===== src/rtl/sequenced_arithmetic_unit.sv =====
//-----------------------------------------------------------------------------
// sequenced_arithmetic_unit
//
// Multi-cycle execute-stage arithmetic unit. Single-cycle operations take one
// EXEC cycle. MUL is an iterative shift-add multiplier and DIV is a restoring
// divider; both run WIDTH iterations plus one finishing cycle. A start/busy/done
// handshake lets pipeline control stall while a long operation is in flight.
//
// Ports
//   clock     : rising-edge clock
//   reset     : synchronous, active-low reset
//   start     : request, sampled only in IDLE
//   operation : ALU opcode (encodings below)
//   opA, opB  : operands
//   opC       : compare operand for SEQ / SNQ
//   shamft    : left shift applied to the arithmetic/logic result
//   busy      : high in EXEC, MULT and DIV
//   done      : one-cycle pulse, result and flags valid from this cycle
//   result    : registered result, held until the next done
//   overflow  : signed overflow of the unshifted ADD/SUB result
//   div_zero  : DIV with opB == 0
//
// Datapath vectors on the ports use [0:WIDTH-1] ordering (bit 0 is the MSB).
// Internally everything is held in [WIDTH-1:0] registers; whole-vector
// assignments preserve the numeric value, so only the bit labels differ.
//-----------------------------------------------------------------------------
module sequenced_arithmetic_unit #(
  parameter int WIDTH       = 32,
  parameter int SHAMT_WIDTH = 6,
  parameter int OP_WIDTH    = 4
) (
  input  logic                   clock,
  input  logic                   reset,
  input  logic                   start,
  input  logic [OP_WIDTH-1:0]    operation,
  input  logic [0:WIDTH-1]       opA,
  input  logic [0:WIDTH-1]       opB,
  input  logic [0:WIDTH-1]       opC,
  input  logic [SHAMT_WIDTH-1:0] shamft,
  output logic                   busy,
  output logic                   done,
  output logic [0:WIDTH-1]       result,
  output logic                   overflow,
  output logic                   div_zero
);

  // Opcode encodings shared with the rest of the execute stage.
  localparam logic [OP_WIDTH-1:0] ALU_ADD = OP_WIDTH'(0);
  localparam logic [OP_WIDTH-1:0] ALU_SUB = OP_WIDTH'(1);
  localparam logic [OP_WIDTH-1:0] ALU_MUL = OP_WIDTH'(2);
  localparam logic [OP_WIDTH-1:0] ALU_DIV = OP_WIDTH'(3);
  localparam logic [OP_WIDTH-1:0] ALU_AND = OP_WIDTH'(4);
  localparam logic [OP_WIDTH-1:0] ALU_NOR = OP_WIDTH'(5);
  localparam logic [OP_WIDTH-1:0] ALU_XOR = OP_WIDTH'(6);
  localparam logic [OP_WIDTH-1:0] ALU_SFL = OP_WIDTH'(7);
  localparam logic [OP_WIDTH-1:0] ALU_SFR = OP_WIDTH'(8);
  localparam logic [OP_WIDTH-1:0] ALU_SLT = OP_WIDTH'(9);
  localparam logic [OP_WIDTH-1:0] ALU_SEQ = OP_WIDTH'(10);
  localparam logic [OP_WIDTH-1:0] ALU_SNQ = OP_WIDTH'(11);

  // Controller states.
  localparam logic [2:0] ST_IDLE = 3'd0;
  localparam logic [2:0] ST_EXEC = 3'd1;
  localparam logic [2:0] ST_MULT = 3'd2;
  localparam logic [2:0] ST_DIV  = 3'd3;
  localparam logic [2:0] ST_DONE = 3'd4;

  // Iteration counter runs 0..WIDTH: WIDTH iteration steps, then one finishing
  // cycle that applies the post-shift and writes the result.
  localparam int                CNT_W    = $clog2(WIDTH + 1);
  localparam logic [CNT_W-1:0]  CNT_LAST = CNT_W'(WIDTH);

  logic [2:0]             state;
  logic [OP_WIDTH-1:0]    op_q;
  logic [WIDTH-1:0]       a_q;    // operand A; multiplicand / dividend-quotient
  logic [WIDTH-1:0]       b_q;    // operand B; multiplier / divisor
  logic [WIDTH-1:0]       c_q;
  logic [SHAMT_WIDTH-1:0] sh_q;
  logic [CNT_W-1:0]       cnt;
  logic [WIDTH-1:0]       acc;    // multiplier partial product
  logic [WIDTH-1:0]       rem;    // divider partial remainder

  // Single-cycle ALU outputs, consumed in EXEC.
  logic [WIDTH-1:0] alu_res;
  logic             alu_ovf;
  logic             alu_dz;
  logic [WIDTH-1:0] sum;
  logic [WIDTH-1:0] diff;

  // Restoring-divide step.
  logic [WIDTH:0]   div_shift;
  logic [WIDTH:0]   div_trial;

  assign busy = (state == ST_EXEC) || (state == ST_MULT) || (state == ST_DIV);
  assign done = (state == ST_DONE);

  //---------------------------------------------------------------------------
  // Single-cycle operations on the captured operands.
  //---------------------------------------------------------------------------
  // NOTE: every output of a combinational block gets a default before the case;
  // a path that leaves one unassigned would infer a latch.
  always_comb begin
    alu_res = '0;
    alu_ovf = 1'b0;
    alu_dz  = 1'b0;
    sum     = a_q + b_q;
    diff    = a_q - b_q;
    case (op_q)
      ALU_ADD: begin
        alu_res = sum << sh_q;
        alu_ovf = (a_q[WIDTH-1] == b_q[WIDTH-1]) && (sum[WIDTH-1] != a_q[WIDTH-1]);
      end
      ALU_SUB: begin
        alu_res = diff << sh_q;
        alu_ovf = (a_q[WIDTH-1] != b_q[WIDTH-1]) && (diff[WIDTH-1] != a_q[WIDTH-1]);
      end
      // DIV only reaches EXEC with a zero divisor; the all-ones sentinel is
      // reported as-is, without the post-shift.
      ALU_DIV: begin
        alu_res = '1;
        alu_dz  = 1'b1;
      end
      ALU_AND: alu_res = (a_q & b_q) << sh_q;
      ALU_NOR: alu_res = (~(a_q | b_q)) << sh_q;
      ALU_XOR: alu_res = (a_q ^ b_q) << sh_q;
      // Shift amounts at or beyond WIDTH already produce zero for << and >>.
      ALU_SFL: alu_res = (a_q << b_q) << sh_q;
      ALU_SFR: alu_res = (a_q >> b_q) << sh_q;
      ALU_SLT: alu_res = WIDTH'(a_q < b_q) << sh_q;
      ALU_SEQ: alu_res = (c_q == a_q) ? b_q : WIDTH'(1);
      ALU_SNQ: alu_res = (c_q != a_q) ? b_q : WIDTH'(1);
      default: alu_res = '0;
    endcase
  end

  // Shift the next dividend bit into the remainder and try the subtraction.
  // The remainder is always below the divisor, so it fits in WIDTH bits.
  always_comb begin
    div_shift = {rem, a_q[WIDTH-1]};
    div_trial = div_shift - {1'b0, b_q};
  end

  //---------------------------------------------------------------------------
  // Controller and iterative datapath.
  //---------------------------------------------------------------------------
  // NOTE: all state here uses non-blocking assignments so every register sees
  // the pre-edge values of the others, independent of statement order.
  always_ff @(posedge clock) begin
    if (!reset) begin
      state    <= ST_IDLE;
      op_q     <= '0;
      a_q      <= '0;
      b_q      <= '0;
      c_q      <= '0;
      sh_q     <= '0;
      cnt      <= '0;
      acc      <= '0;
      rem      <= '0;
      result   <= '0;
      overflow <= 1'b0;
      div_zero <= 1'b0;
    end else begin
      case (state)
        ST_IDLE: begin
          if (start) begin
            op_q <= operation;
            a_q  <= opA;
            b_q  <= opB;
            c_q  <= opC;
            sh_q <= shamft;
            cnt  <= '0;
            acc  <= '0;
            rem  <= '0;
            if (operation == ALU_MUL) begin
              state <= ST_MULT;
            end else if ((operation == ALU_DIV) && (opB != '0)) begin
              state <= ST_DIV;
            end else begin
              // Includes DIV by zero, which skips the iterations entirely.
              state <= ST_EXEC;
            end
          end
        end

        ST_EXEC: begin
          result   <= alu_res;
          overflow <= alu_ovf;
          div_zero <= alu_dz;
          state    <= ST_DONE;
        end

        // Shift-add: add the multiplicand for each set multiplier bit, walking
        // the multiplier LSB-first. Only the low WIDTH bits are kept.
        ST_MULT: begin
          if (cnt == CNT_LAST) begin
            result   <= acc << sh_q;
            overflow <= 1'b0;
            div_zero <= 1'b0;
            state    <= ST_DONE;
          end else begin
            if (b_q[0]) begin
              acc <= acc + a_q;
            end
            a_q <= a_q << 1;
            b_q <= b_q >> 1;
            cnt <= cnt + CNT_W'(1);
          end
        end

        // Restoring divide: a_q shifts the dividend out MSB-first while the
        // quotient bits shift in at the bottom, leaving the quotient in a_q.
        ST_DIV: begin
          if (cnt == CNT_LAST) begin
            result   <= a_q << sh_q;
            overflow <= 1'b0;
            div_zero <= 1'b0;
            state    <= ST_DONE;
          end else begin
            if (!div_trial[WIDTH]) begin
              rem <= div_trial[WIDTH-1:0];
              a_q <= {a_q[WIDTH-2:0], 1'b1};
            end else begin
              rem <= div_shift[WIDTH-1:0];
              a_q <= {a_q[WIDTH-2:0], 1'b0};
            end
            cnt <= cnt + CNT_W'(1);
          end
        end

        // start is ignored here, so a new request can only be accepted in the
        // IDLE cycle that follows.
        ST_DONE: state <= ST_IDLE;

        default: state <= ST_IDLE;
      endcase
    end
  end

endmodule


===== config.mk =====
export PLATFORM = sky130hd
export DESIGN_NAME = sequenced_arithmetic_unit
export DESIGN_NICKNAME = d
export VERILOG_FILES = /design/src/rtl/sequenced_arithmetic_unit.sv
export SDC_FILE = /design/constraint.sdc
export NUM_CORES = 1
export LEC_CHECK = 0
export BUFFER_PORTS_ARGS = -buffer_cell sky130_fd_sc_hd__buf_4
export CORE_MARGIN = 2
export CORE_UTILIZATION = 28
export CTS_CLUSTER_SIZE = 24
export DETAILED_ROUTE_END_ITERATION = 8
export PLACE_DENSITY = 0.43
export SYNTH_ARGS = -nofsm -noshare
export SYNTH_HDL_FRONTEND = slang
export SYNTH_SLANG_ARGS = --single-unit

===== constraint.sdc =====
create_clock -name clock -period 4.25 [get_ports clock]
set_input_delay 0.425 -clock clock [delete_from_list [all_inputs] [get_ports clock]]
set_output_delay 0.425 -clock clock [all_outputs]
set_load 0.01 [all_outputs]

======== Word level (Yosys, flattened, before mapping) ========
Cells that the tools add are included.
Widths: inputs -> output; s select.
word-level totals
  bits in registers ....................... 213
  bits of input ports ..................... 109
cells by class
  add/sub/neg operators ................... 5
  magnitude comparators ................... 1
  reductions and logical operators ........ 24
  equality and inequality tests ........... 31
  bitwise gates (word level) .............. 4
  shift-type cells ........................ 12
  multiplexer cells ....................... 34
operator list
  cell                number
  $mux 32             14
  $pmux 32 s11        1
  $shl 32x6->32       9
  $pmux 32 s2         3
  $pmux 32 s3         2
  $add 32x32->32      2
  $sub 33x32->33      1
  $and 32x32->32      1
  $eq 32x32->1        1
  $lt 32x32->1        1
  $ne 32x32->1        1
  $not 32->32         1
  $or 32x32->32       1
  $reduce_bool 32->1  1
  $shl 1x6->32        1
  $shl 32x32->32      1
  $shr 32x32->32      1
  $sub 32x32->32      1
  $xor 32x32->32      1
  $eq 4x3->1 const B  4
  $eq 4x4->1 const B  4
  $eq 4x2->1 const B  3
  $mux 6              2
  $pmux 6 s2          1
  other kinds (25)    53

======== Longest topological paths before layout ========
  depth after elaboration ................. 6
  depth in mapped cells ................... 19
  gate-level depth less buffers ........... 15

======== Least setup slack after synthesis ========
No wires, ideal clock.
  kind .................................... reg2reg
  start point ............................. register b_q[3]
  end point ............................... register result[1] in the netlist's numbering
  period minus slack after synthesis ...... 4,664 ps
  buffers on the path ..................... 5
  slack ................................... -414 ps
  data arrival time ....................... 4,594 ps
  required time ........................... 4,180 ps
  stages on the path, launching flop included .. 19
  setup time .............................. 70 ps
  cell sequence ........................... dfxtp_1 -> clkbuf_1 -> inv_1 -> buf_2 -> buf_1 -> buf_1 -> ha_1 -> buf_2 -> inv_1 -> o221ai_1 -> a2111o_1 -> a31oi_2 -> o211ai_2 -> and2_1 -> a2111o_1 -> a21bo_1 -> mux4_2 -> mux4_2 -> a21oi_1
on the way
  cells in the longest elaborated chain, start to end .. 5
  elaborated cells on any way between the ends .. 19
  those cells by class .................... add/sub (2); order compare (1); shift (10); mux (2); bitwise (4)
RTL lines
  what                                                    line  RTL
  start: declaration                                      76    logic [WIDTH-1:0] b_q;
  start signal: assignment                                168   b_q <= opB;
  start signal: assignment                                205   b_q <= b_q >> 1;
  branches (longest 3 deep; another with $sub 32x32->32)  n/a
  $pmux 32 s11 *                                          108   case (op_q)
  $pmux 32 s3 *                                           163   case (state)
  end signal: assignment                                  186   result <= alu_res;
  end signal: assignment                                  196   result <= acc << sh_q;
  end signal: assignment                                  214   result <= a_q << sh_q;
  end: declaration                                        42    output logic [0:WIDTH-1] result,
Every way passes the cells marked *.
A chain may end at the register's enable or synchronous reset.

======== Final worst setup path ========
  start point ............................. register b_q[1]
  end point ............................... register result[19] in the netlist's numbering
Same word-level chain as after synthesis.

==> metrics <==
grt ovf 0; Root Buffer clkbuf_16; Comb pwr share 0.593; Fmax about 0.23 GHz; Clock Sinks 213; number of synthesized register bits 213; pwr dens ~340 nW/µm²; Synth Instances roughly 3,500; Reg power frac 0.186; commonest register cell after synthesis dfxtp_1; Final Cell Area 36,120 µm²; # IOs 145; Post-Syn Area per Cell 7.605 µm²; Critical Path End result[19]; TritonCTS clock tree done; number of synthesized flops with an enable pin 0; CP Cell Sequence buf_12 -> buf_12 -> mux4_2 -> buf_4 -> nand3_1 -> o211ai_1 -> o211ai_1 -> nand3_2 -> o22ai_4 -> mux2i_2 -> mux4_2 -> mux2_4 -> a221oi_4 -> o22ai_1 -> o211a_1; Total Routing Usage GR 0.3058; endpoint class of the critical path flop; P_int about 6.7 mW; Final Critical Period between 4 and 5 ns; Initial Util 0.2837; Worst Max-Slew Pin Slew 1.470 ns; Reg2Reg Depth 15; DRT Pass-1 Iters 6; crit path launch b_q[1]; met2 usage 0.4740; met1 Use GR 0.4270; launch point of the worst reg-to-reg path b_q[1]; final setup fails 4; Final Core Density 0.3859; VDD IR max 0.0002504 V; Hold Vio Cnt, Final 0; Reg clk slew, reported paths around 0.07 ns; GR peak layer met2; Net count, final approximately 4,400; critical path peak fanout 11; First DRT Iteration DRCs 3,730; placer congestion estimate 1.008; failing checks capacitance limit, setup timing; synth warn 0; Design Power 12.33 mW; H-tree Lvls 1; commonest non-fill, non-tap cell in the layout buf_4; pins over their slew limit 0; fraction of registers with async set/reset 0; TritonCTS Buffers 30; P_sw 5.581 mW; row cnt 112; Fillers 9,983; I/O Buffers 144; number of distinct library cells after synthesis 103; Die Span Y 312.0 µm; startpoint type of the worst setup path flop; CP max stage cell mux4_2; overall via count from detail_route 31,900; Routed WL per cell 28.78 µm; first-pass GRT wire length ~220,000 µm; initial antenna violation count 2; pin count of the biggest net entering global routing 82; Hold Crit Class input pin to flop; vias in the first global route roughly 30,000; period utilization 1.018; CP max stage delay 0.57 ns; Core Region 93,610 µm²; Slew HR 0.01331; synthesized area 26,560 µm²; Skew-Pair Late Insertion Delay 0.66 ns; met3 usage 0.04910; DR vias/cell 5.927; WP data arrival 4.82 ns; WS Path Type flop to flop; setup slack, reg-to-reg -0.08 ns; required time of the critical path 4.75 ns; Area Overhead vs Synth 36.03%; die area 97,320 µm²; worst r2r dst result[19]; Final Skew 0.06754 ns; most frequent cells in the layout buf_4 (821), nand2_1 (449), a21oi_1 (277); Sw Share 0.4527; Lkg Pwr 15.22 nW; syn nets 3,766; worst hold margin about 0.019 ns; Final WS setup -0.07520 ns; fraction of layout cells with a size suffix above 1 0.3138; clock buffer depth 3; final wirelength 154,900 µm; RSZ-0062 raised after global routing true; outcome finished with violations; dpl hpwl 124,800 µm; DRC violations left 0; area post-placement 33,640 µm²; max-cap viol count 1; clock power share 0.221; Die X 312.0 µm; remaining antenna violation count 0; Seq/Total Area, Yosys 0.1606
[synthesized netlist by cell type (all sizes together) (54+ instances only)]
| master | instances | area, µm² |
|---|---|---|
| mux4 | 100 | 2252 |
| inv | 127 | 476.7 |
| a211oi | 55 | 430.4 |
| o21ai | 200 | 1001 |
| mux2i | 193 | 1932 |
| ha | 161 | 2014 |
| buf | 89 | 498.0 |
| a21o | 54 | 406.6 |
| nand3 | 77 | 385.4 |
| nor2 | 280 | 1054 |
| a311oi | 72 | 636.9 |
| clkbuf | 214 | 803.3 |
| dfxtp | 213 | 4264 |
| a21oi | 283 | 1416 |
| nand2 | 454 | 1704 |
[metal layers]
layer	part of all wire	routed length, µm	vias up
met1	0.44	67910	15750
met5	0	0	-
met2	0.43	67230	1568
li1	-	-	14330
met4	0.044	6775	0
met3	0.084	12990	254
[registers in the layout, summed over array words and instances, names as in the netlist]
register and count:
a_q 32, acc 32, b_q 32, c_q 32
cnt 6, div_zero 1, op_q 4, overflow 1
rem 32, result 32, sh_q 6, state 3
[power by group through the flow]
stage	Combinational (mW)	Sequential, mW	Clock [mW]
finish	7.32	2.29	2.72
global route	7.63	2.30	2.82
CTS	6.83	2.29	2.75
detailed placement	6.59	2.33	0
global placement	6.65	2.33	0
floorplan	3.30	2.33	0
[worst max-delay path: cells and delay by family, from the launching register on]
kind                   cells  cell delay (ns)
buffers and inverters      3             0.44
muxes                      4             1.56
DFF                        1             0.42
AOI/OAI and AO/OA          6             1.44
and+or+nand+nor            2             0.28
[through the flow]
| stage | cells | setup WS (ns) | TNS (ns) |
|---|---|---|---|
| finish | 5382 | -0.07520 | -0.1717 |
| global placement | 5286 | -0.3434 | -4.610 |
| CTS | 5369 | -0.02909 | -0.04687 |
| global route | 5381 | -0.1661 | -0.7755 |
| floorplan | 3492 | 0.006119 | 0 |
| detailed placement | 5286 | -0.3178 | -6.083 |
[timing repair]
item                       4_1_cts  5_1_grt
setup endpoints to repair       57       40
hold endpoints to repair        14        0
pin swaps                       24       62
gates resized for setup         96      142
setup buffers                   13       15
hold buffers                    14        0
cloned                           0        0
[worst min path at each step]
stage	from	endpoint	slack [ns]	depth (start not counted)
6_report	opC[12]	c_q[19]	0.02	3
5_1_grt	opC[12]	c_q[19]	0.02	3
4_1_cts	opC[3]	c_q[28]	0.0005	3
3_5_place_dp	overflow	overflow	0.46	2
3_3_place_gp	c_q[30]	c_q[30]	0.46	2
2_1_floorplan	rem[26]	rem[26]	0.44	2
[cells by family (layout without fill, tap and decap cells)]
| group | count (synthesis) | in the layout | share of synthesized area |
|---|---|---|---|
| AO/OA/AOI/OAI | 1117 | 1117 | 0.2889 |
| flip-flops | 213 | 213 | 0.1606 |
| buffers and inverters | 434 | 1069 | 0.06752 |
| adder cells (fa/ha/maj) | 165 | 165 | 0.07887 |
| other | 0 | 1 | 0 |
| multiplexers | 336 | 336 | 0.1761 |
| XOR/XNOR | 100 | 100 | 0.03298 |
| AND/OR/NAND/NOR | 1127 | 1127 | 0.1951 |
[area by class of cell]
cell class,count,area [µm²],share of cell area
multi-input combinational,2845,21650,0.5993
timing repair buffer,882,7097,0.1965
sequential,213,4290,0.1188
tap,1254,1569,0.04343
clock buffer,39,835.8,0.02314
inverter,131,499.2,0.01382
clock inverter,17,181.4,0.005022
antenna,1,2.502,0.00006927
Power figures use the tool's default switching activity.
